## src/rtl/branch_resolver_pkg.sv

```systemverilog
// Shared definitions for the conditional-jump resolver: widths, condition codes,
// FSM state encoding and the flag-evaluation helpers.
package branch_resolver_pkg;

  localparam int DATA_W  = 8;
  localparam int ADDR_W  = 16;
  localparam int CNT_W   = 8;
  localparam logic [CNT_W-1:0] CNT_MAX = '1;

  typedef enum logic [2:0] {
    COND_JE     = 3'b000,
    COND_JNE    = 3'b001,
    COND_JA     = 3'b010,
    COND_JAE    = 3'b011,
    COND_JB     = 3'b100,
    COND_JBE    = 3'b101,
    COND_ALWAYS = 3'b110,
    COND_NEVER  = 3'b111
  } cond_e;

  typedef enum logic [1:0] {
    ST_IDLE  = 2'b00,
    ST_ISSUE = 2'b01,
    ST_EVAL  = 2'b10,
    ST_DONE  = 2'b11
  } state_e;

  function automatic logic flags_one_hot(input logic bigger, input logic equal,
                                         input logic smallest);
    return ({bigger, equal, smallest} == 3'b100) ||
           ({bigger, equal, smallest} == 3'b010) ||
           ({bigger, equal, smallest} == 3'b001);
  endfunction

  function automatic logic cond_taken(input cond_e cond, input logic bigger,
                                      input logic equal, input logic smallest);
    logic taken;
    taken = 1'b0;
    case (cond)
      COND_JE:     taken = equal;
      COND_JNE:    taken = !equal;
      COND_JA:     taken = bigger;
      COND_JAE:    taken = bigger | equal;
      COND_JB:     taken = smallest;
      COND_JBE:    taken = smallest | equal;
      COND_ALWAYS: taken = 1'b1;
      COND_NEVER:  taken = 1'b0;
      default:     taken = 1'b0;
    endcase
    return taken;
  endfunction

endpackage

```

## src/rtl/branch_resolver_if.sv

```systemverilog
// Request, result and comparator-side signals of the branch resolver.
// The slave modport is the resolver; the master side is the request source,
// result consumer and external comparator.
interface branch_resolver_if;
  import branch_resolver_pkg::*;

  logic              req_valid;
  logic              req_ready;
  logic [2:0]        req_cond;
  logic [DATA_W-1:0] req_a;
  logic [DATA_W-1:0] req_b;
  logic [ADDR_W-1:0] req_pc;
  logic [DATA_W-1:0] req_disp;

  logic [DATA_W-1:0] cmp_a;
  logic [DATA_W-1:0] cmp_b;
  logic              cmp_bigger;
  logic              cmp_equal;
  logic              cmp_smallest;

  logic              res_valid;
  logic              res_ready;
  logic              res_taken;
  logic [ADDR_W-1:0] res_next_pc;
  logic              res_err;
  logic [CNT_W-1:0]  taken_cnt;

  modport master (
    output req_valid, req_cond, req_a, req_b, req_pc, req_disp,
    output res_ready, cmp_bigger, cmp_equal, cmp_smallest,
    input  req_ready, cmp_a, cmp_b, res_valid, res_taken, res_next_pc,
    input  res_err, taken_cnt
  );

  modport slave (
    input  req_valid, req_cond, req_a, req_b, req_pc, req_disp,
    input  res_ready, cmp_bigger, cmp_equal, cmp_smallest,
    output req_ready, cmp_a, cmp_b, res_valid, res_taken, res_next_pc,
    output res_err, taken_cnt
  );

endinterface

```

## src/rtl/branch_resolver.sv

```systemverilog
// Resolves one conditional jump at a time: hands the operands to the external
// comparator, waits for its registered flags, then presents taken/next-pc.
module branch_resolver
  import branch_resolver_pkg::*;
(
  input logic               clk,
  input logic               rst_n,
  branch_resolver_if.slave  bus
);

  state_e            state;
  state_e            state_next;
  cond_e             cond_q;
  logic [ADDR_W-1:0] pc_q;
  logic [DATA_W-1:0] disp_q;
  logic              accept;
  logic              flags_ok;
  logic              taken_raw;
  logic [ADDR_W-1:0] target;

  assign accept = (state == ST_IDLE) && bus.req_valid;

  always_ff @(posedge clk or negedge rst_n) begin
    if (!rst_n) state <= ST_IDLE;
    else        state <= state_next;
  end

  always_comb begin
    state_next = state;
    case (state)
      ST_IDLE:  if (bus.req_valid) state_next = ST_ISSUE;
      ST_ISSUE: state_next = ST_EVAL;
      ST_EVAL:  state_next = ST_DONE;
      ST_DONE:  if (bus.res_ready) state_next = ST_IDLE;
      default:  state_next = ST_IDLE;
    endcase
  end

  // Request fields and comparator operands only change on an accepted request.
  always_ff @(posedge clk or negedge rst_n) begin
    if (!rst_n) begin
      cond_q    <= COND_JE;
      pc_q      <= '0;
      disp_q    <= '0;
      bus.cmp_a <= '0;
      bus.cmp_b <= '0;
    end else if (accept) begin
      cond_q    <= cond_e'(bus.req_cond);
      pc_q      <= bus.req_pc;
      disp_q    <= bus.req_disp;
      bus.cmp_a <= bus.req_a;
      bus.cmp_b <= bus.req_b;
    end
  end

  assign flags_ok  = flags_one_hot(bus.cmp_bigger, bus.cmp_equal, bus.cmp_smallest);
  assign taken_raw = cond_taken(cond_q, bus.cmp_bigger, bus.cmp_equal, bus.cmp_smallest);
  assign target    = pc_q + {{(ADDR_W-DATA_W){disp_q[DATA_W-1]}}, disp_q};

  // Corrupt flags suppress the jump even for the unconditional code.
  always_ff @(posedge clk or negedge rst_n) begin
    if (!rst_n) begin
      bus.res_taken   <= 1'b0;
      bus.res_err     <= 1'b0;
      bus.res_next_pc <= '0;
    end else if (state == ST_EVAL) begin
      bus.res_err     <= !flags_ok;
      bus.res_taken   <= flags_ok && taken_raw;
      bus.res_next_pc <= (flags_ok && taken_raw) ? target : pc_q;
    end
  end

  always_ff @(posedge clk or negedge rst_n) begin
    if (!rst_n) begin
      bus.taken_cnt <= '0;
    end else if ((state == ST_DONE) && bus.res_ready && bus.res_taken &&
                 (bus.taken_cnt != CNT_MAX)) begin
      bus.taken_cnt <= bus.taken_cnt + 1'b1;
    end
  end

  assign bus.req_ready = rst_n && (state == ST_IDLE);
  assign bus.res_valid = (state == ST_DONE);

endmodule

```

## src/flat_wrapper.sv

```systemverilog
// flat-port wrapper written by rule: the top's interface ports become plain ports
module branch_resolver_flat import branch_resolver_pkg::*;
  (clk, rst_n, bus_req_valid, bus_req_cond, bus_req_a, bus_req_b, bus_req_pc, bus_req_disp, bus_res_ready, bus_cmp_bigger, bus_cmp_equal, bus_cmp_smallest, bus_req_ready, bus_cmp_a, bus_cmp_b, bus_res_valid, bus_res_taken, bus_res_next_pc, bus_res_err, bus_taken_cnt);
  branch_resolver_if bus_i ();
  input logic clk;
  input logic rst_n;
  input wire logic [$bits(bus_i.req_valid)-1:0] bus_req_valid;
  input wire logic [$bits(bus_i.req_cond)-1:0] bus_req_cond;
  input wire logic [$bits(bus_i.req_a)-1:0] bus_req_a;
  input wire logic [$bits(bus_i.req_b)-1:0] bus_req_b;
  input wire logic [$bits(bus_i.req_pc)-1:0] bus_req_pc;
  input wire logic [$bits(bus_i.req_disp)-1:0] bus_req_disp;
  input wire logic [$bits(bus_i.res_ready)-1:0] bus_res_ready;
  input wire logic [$bits(bus_i.cmp_bigger)-1:0] bus_cmp_bigger;
  input wire logic [$bits(bus_i.cmp_equal)-1:0] bus_cmp_equal;
  input wire logic [$bits(bus_i.cmp_smallest)-1:0] bus_cmp_smallest;
  output wire logic [$bits(bus_i.req_ready)-1:0] bus_req_ready;
  output wire logic [$bits(bus_i.cmp_a)-1:0] bus_cmp_a;
  output wire logic [$bits(bus_i.cmp_b)-1:0] bus_cmp_b;
  output wire logic [$bits(bus_i.res_valid)-1:0] bus_res_valid;
  output wire logic [$bits(bus_i.res_taken)-1:0] bus_res_taken;
  output wire logic [$bits(bus_i.res_next_pc)-1:0] bus_res_next_pc;
  output wire logic [$bits(bus_i.res_err)-1:0] bus_res_err;
  output wire logic [$bits(bus_i.taken_cnt)-1:0] bus_taken_cnt;
  assign bus_i.req_valid = bus_req_valid;
  assign bus_i.req_cond = bus_req_cond;
  assign bus_i.req_a = bus_req_a;
  assign bus_i.req_b = bus_req_b;
  assign bus_i.req_pc = bus_req_pc;
  assign bus_i.req_disp = bus_req_disp;
  assign bus_i.res_ready = bus_res_ready;
  assign bus_i.cmp_bigger = bus_cmp_bigger;
  assign bus_i.cmp_equal = bus_cmp_equal;
  assign bus_i.cmp_smallest = bus_cmp_smallest;
  assign bus_req_ready = bus_i.req_ready;
  assign bus_cmp_a = bus_i.cmp_a;
  assign bus_cmp_b = bus_i.cmp_b;
  assign bus_res_valid = bus_i.res_valid;
  assign bus_res_taken = bus_i.res_taken;
  assign bus_res_next_pc = bus_i.res_next_pc;
  assign bus_res_err = bus_i.res_err;
  assign bus_taken_cnt = bus_i.taken_cnt;
  branch_resolver u_core (.clk(clk), .rst_n(rst_n), .bus(bus_i));
endmodule
```

## config.mk

```make
export PLATFORM = sky130hd
export DESIGN_NAME = branch_resolver_flat
export DESIGN_NICKNAME = d
export VERILOG_FILES = /design/src/rtl/branch_resolver_pkg.sv /design/src/rtl/branch_resolver_if.sv /design/src/rtl/branch_resolver.sv /design/src/flat_wrapper.sv
export SDC_FILE = /design/constraint.sdc
export NUM_CORES = 1
export LEC_CHECK = 0
export BUFFER_PORTS_ARGS = -buffer_cell sky130_fd_sc_hd__buf_2
export CAP_MARGIN = 20
export CORE_MARGIN = 2
export CORE_UTILIZATION = 48
export CTS_CLUSTER_SIZE = 8
export DETAILED_ROUTE_END_ITERATION = 8
export GPL_TIMING_DRIVEN = 0
export PLACE_DENSITY_LB_ADDON = 0.08
export SETUP_SLACK_MARGIN = 0.4
export SKIP_CTS_REPAIR_TIMING = 1
export SLEW_MARGIN = 20
export SYNTH_ARGS = -nofsm -noshare
export SYNTH_HDL_FRONTEND = slang
export SYNTH_SLANG_ARGS = --single-unit
export TNS_END_PERCENT = 10
```

## constraint.sdc

```tcl
create_clock -name clk -period 2.9 [get_ports clk]
set_input_delay 0.29 -clock clk [delete_from_list [all_inputs] [get_ports clk]]
set_output_delay 0.29 -clock clk [all_outputs]
set_load 0.005 [all_outputs]
```

Word level (Yosys, flattened, before mapping). Index checks and enable logic that the tools add are counted.

Register bits: 71. Bits of input ports: 50. Output and inout port bits: 44. Word-level logic and storage cells: 48.

Add/subtract/negate cells: 2. Equal/unequal tests: 16. Reduce and logical (&&, ||, !) cells: 13. Mux-type cells: 5. Bitwise gates (word level): 2.

Operators by type and width (count): adder 16 bit (1); 2-to-1 mux 16 bit (1); == test 3 bit, second input constant (5); == test 3 x 2 -> 1 bit, second input constant (3); adder 8 x 1 -> 8 bit, second input constant (1); != test 8 bit, second input constant (1); case mux 1 bit (8 select lines) (1); case mux 2 bit (4 select lines) (1); == test 3 x 1 -> 1 bit, second input constant (2); logical AND 1 bit (6); == test 2 bit, second input constant (2); 2-to-1 mux 2 bit (2); != test 2 bit, second input constant (2); zero test 3 bit (1); == test 2 x 1 -> 1 bit, second input constant (1); zero test 1 bit (2); zero test 2 bit (1); logical OR 1 bit (2); OR 1 bit (2); AND reduction 2 bit (1).

Logic depth before layout (Yosys ltp).
Depth in word-level cells: 5. Mapped depth: 8. Depth with buffers taken out: 8.

Least setup slack after synthesis. Ideal clock, no wire load.

Kind: register to register. Start point: reg u_core.disp_q[0]. End point: reg u_core.bus.res_next_pc[14]. Clock period less this slack: 2.224 ns. Path slack: 0.676 ns. Buffers on the path: 0. Library setup time: 0.131 ns. Cell stages (with the launch flop): 9. Data arrival time: 2.093 ns. Data required time: 2.769 ns. Path through: dfrtp_1 > ha_1 > fa_1 > a21oi_1 > o211ai_1 > a31oi_1 > o21ai_0 > and3_1 > or3_1.

Cells in the longest elaborated chain, start to end: 2.

RTL lines: from (decl) (RTL line branch_resolver.sv:15) `logic [DATA_W-1:0] disp_q;`; from (signal assigned) (RTL line branch_resolver.sv:50) `disp_q <= bus.req_disp;`; adder 16 bit (RTL line branch_resolver.sv:58) `assign target = pc_q + {{(ADDR_W-DATA_W){disp_q[DATA_W-1]}}, disp_q};`; 2-to-1 mux 16 bit (RTL line branch_resolver.sv:69) `bus.res_next_pc <= (flags_ok && taken_raw) ? target : pc_q;`; to (signal assigned) (RTL line branch_resolver.sv:69); to (decl) (RTL line branch_resolver_if.sv:38) `output req_ready, cmp_a, cmp_b, res_valid, res_taken, res_next_pc,`.

Every way passes these cells. A chain may end at the register's enable or synchronous reset.

Final worst setup path.
Start point: reg u_core.disp_q[7]. End point: reg u_core.bus.res_next_pc[14].

The elaborated chain is that of the path after synthesis.

==> flow_metrics.tcl <==
set metrics [dict create \
    clock-sinks 71 \
    drt_wl_total_mm 8.525 \
    reg2reg_depth 8 \
    start_kind "flop" \
    p_per_area_nw_per_um2 1262 \
    peakVddDrop_uv 496.3 \
    clock_skew_ps 14.91 \
    dpl_worst_slack_ps 341.2 \
    antenna_found_initial 0 \
    row_count 32 \
    arrival_ps 2600 \
    period_minus_slack_ps 2364 \
    synthFlopType "dfrtp_1" \
    setup_violations 0 \
    die_h_um 92.54 \
    timing.fmax_ghz 0.4230 \
    max_cap_viol_count 0 \
    cts_tree "done" \
    wl_per_cell_um 15.25 \
    ys_seq_elements 71 \
    whs_endpoint "u_core.bus.cmp_b[7]" \
    synth_top_area_frac 0.4722 \
    end_kind "flop" \
    grt_pass1_vias 2935 \
    tns_ps 0 \
    clockBufferDepth 2 \
    initial_core_util 0.4920 \
    gp_congestion 0.9070 \
    synth_cells 344 \
    netlist_top_cells_area "dfrtp_1 (47%), mux2_2 (13%), ha_1 (6.7%), nand2_1 (3.2%), xnor2_1 (2.8%)" \
    critPathRequiredTime_ps 3140 \
    grt_start_max_net_pins 43 \
    ys_types 47 \
    synth-seq-area-share 0.4722 \
    cts_buffers 9 \
    grt_first_pass_wirelength_mm 14.17 \
    cp_top_family "compound AO/OA/AOI/OAI gates" \
    final.setup.worst_slack_ps 535.9 \
    critical_path.max_stage_delay_ps 490 \
    ys_warn_count 0 \
    portBuffers 93 \
    path_clk_slew_ps 80 \
    holdWs_ps 154.1 \
    worstPathMaxFanout 8 \
    overflow 0 \
    synthToLayoutAreaGrowth_pct 23.35 \
    synthArstFlopShare 1.000 \
    min_path_type "primary input to flop" \
    timing.rr.start "u_core.disp_q[7]" \
    relSlewSlack 0.5760 \
    slew_violations 0 \
    core_area_sq_um 7647 \
    dr_total_vias 2951 \
    num_io_pins 94 \
    min_period_over_period 0.8152 \
    seq_power_share 0.312 \
    status "completed" \
    hold_viol 0 \
    drc 0 \
    p_int_uw 3509 \
    synth.largest_area_cell "dfrtp_1" \
    clockRootBuffer "clkbuf_8" \
    cp_slowest_cell "dfrtp_2" \
    die_w_um 92.54 \
    die_area_sq_um 8563 \
    synth_edf_count 0 \
    drive_gt1_frac 0.3698 \
    vias_per_cell 5.279 \
    h-tree-depth 3 \
    rrSetupSlack_ps 540 \
    p_leak_uw 0.002228 \
    grt_usage 0.2131 \
    dr.first_iter.drc_count 109 \
    drt-pass1-iter-count 4 \
    dp_hpwl_mm 6.074 \
    avgSynthCellArea_sq_um 10.94 \
    clock_power_share 0.152 \
    drt.antenna.violating_nets 0 \
    swShare 0.4009 \
    cp_num_buf_inv 1 \
    syn_nets 415 \
    antennaDiodeCount 0 \
    rsz0062_at_grt "false" \
    power.switching_uw 2348 \
    worstSetupPathType "flop to flop" \
    syn_area_sq_um 3762 \
    hold_start "bus_req_b[7]" \
    clkLatencyLatePin_ps 360 \
    combPwrFrac 0.535 \
    worst_slew_pin_slew_ps 636.1 \
    hold_depth 2 \
    final_nets 523 \
    worstReg2RegEnd "u_core.bus.res_next_pc[14]" \
    path_cells "ha_1 -> clkbuf_1 -> a21oi_1 -> o21ai_0 -> a31oi_2 -> o21ai_1 -> and3_1 -> or3_1" \
]
==> Yosys cell counts, types with 2 or more instances <==
cell type,instances
dfrtp_1,71
a211o_1,3
xnor2_1,12
a21o_1,3
nor3_1,2
clkbuf_1,10
xor2_1,4
or3_1,2
o21a_1,3
o211ai_1,5
o31a_1,2
nor2_1,16
nand3b_1,3
nand4_1,3
inv_1,13
mux2i_1,4
buf_2,3
nand3_1,9
and3_1,6
a211oi_1,4
o21ai_0,13
a21oi_1,20
a31oi_1,12
ha_1,20
o21bai_1,2
nor3b_1,2
nand2_1,32
and2_1,2
mux2_2,45
==> worst max-delay path by stage <==
stage / start / end / cells past startpoint
after floorplan: u_core.disp_q[0] / u_core.bus.res_next_pc[14] / 8
after global routing: u_core.disp_q[7] / u_core.bus.res_next_pc[14] / 8
after global placement: u_core.disp_q[7] / u_core.bus.res_next_pc[14] / 8
after CTS: u_core.disp_q[7] / u_core.bus.res_next_pc[14] / 8
final: u_core.disp_q[7] / u_core.bus.res_next_pc[14] / 8
after detailed placement: u_core.disp_q[7] / u_core.bus.res_next_pc[14] / 8
==> flip-flops by register name, indices dropped and copies added (netlist names) <==
| register | flops |
|---|---|
| u_core.bus.res_taken | 1 |
| u_core.pc_q | 16 |
| u_core.state | 2 |
| u_core.bus.taken_cnt | 8 |
| u_core.bus.res_next_pc | 16 |
| u_core.cond_q | 3 |
| u_core.bus.res_err | 1 |
| u_core.disp_q | 8 |
| u_core.bus.cmp_b | 8 |
| u_core.bus.cmp_a | 8 |
==> placed cells by master, fill, tap and decap left out, types with 5 or more instances in the layout <==
cell      netlist  layout
xnor2_1        12      12
a31oi_1        12      11
o211ai_1        5       5
buf_2           3      96
and3_1          6       6
o21ai_0        13      12
nor2_1         16      16
ha_1           20      20
mux2_2         45      45
dfrtp_1        71      70
nand2_1        32      32
nand3_1         9       9
clkbuf_1       10      11
inv_1          13      13
clkbuf_8        0      10
a21oi_1        20      18
==> cells by family (layout without fill, tap and decap cells) <==
kind of cell / after synthesis / count (layout) / share of synthesized area
AOI/OAI and AO/OA: 75 / 75 / 0.1317
xor gates and xnor gates: 17 / 17 / 0.04323
adders and majority gates: 21 / 21 / 0.07183
buffers and inverters: 27 / 140 / 0.02793
DFF: 71 / 71 / 0.4722
muxes: 49 / 49 / 0.1453
and+or+nand+nor: 84 / 84 / 0.1078
==> power groups by stage <==
stage | clock, uW | sequential (uW) | combinational (uW)
2_1_floorplan | 0 | 1800 | 2200
3_3_place_gp | 0 | 1840 | 2980
3_5_place_dp | 0 | 1850 | 3030
4_1_cts | 919 | 1840 | 3060
5_1_grt | 956 | 1910 | 3530
6_report | 893 | 1830 | 3130
==> layout make-up <==
type	count	area, sq um
Sequential cell	71	1778
Tap cell	102	127.6
Buffer	13	52.55
Clock buffer	11	141.4
Inverter	14	52.55
Multi-Input combinational cell	246	1897
Timing Repair Buffer	97	510.5
Clock inverter	5	81.33
Fill cell	687	3007
==> metal layers <==
metal | vias to the layer above | track usage | share of wire
li1 | 1455 | - | -
met1 | 1414 | 0.2864 | 0.46
met2 | 71 | 0.3309 | 0.47
met3 | 11 | 0.05045 | 0.059
met4 | 0 | 0.09080 | 0.016
met5 | - | 0 | 0
==> through the flow <==
stage / utilization / total power (uW) / cell area [sq um] / cells
detailed placement: 0.5725 / 4884 / 4378 / 540
global route: 0.6068 / 6396 / 4641 / 559
CTS: 0.6016 / 5815 / 4601 / 556
finish: 0.6068 / 5857 / 4641 / 559
floorplan: - / 4003 / 3762 / 344
global placement: 0.5695 / 4811 / 4355 / 539
Note: power is estimated with default switching activity, not from simulation.
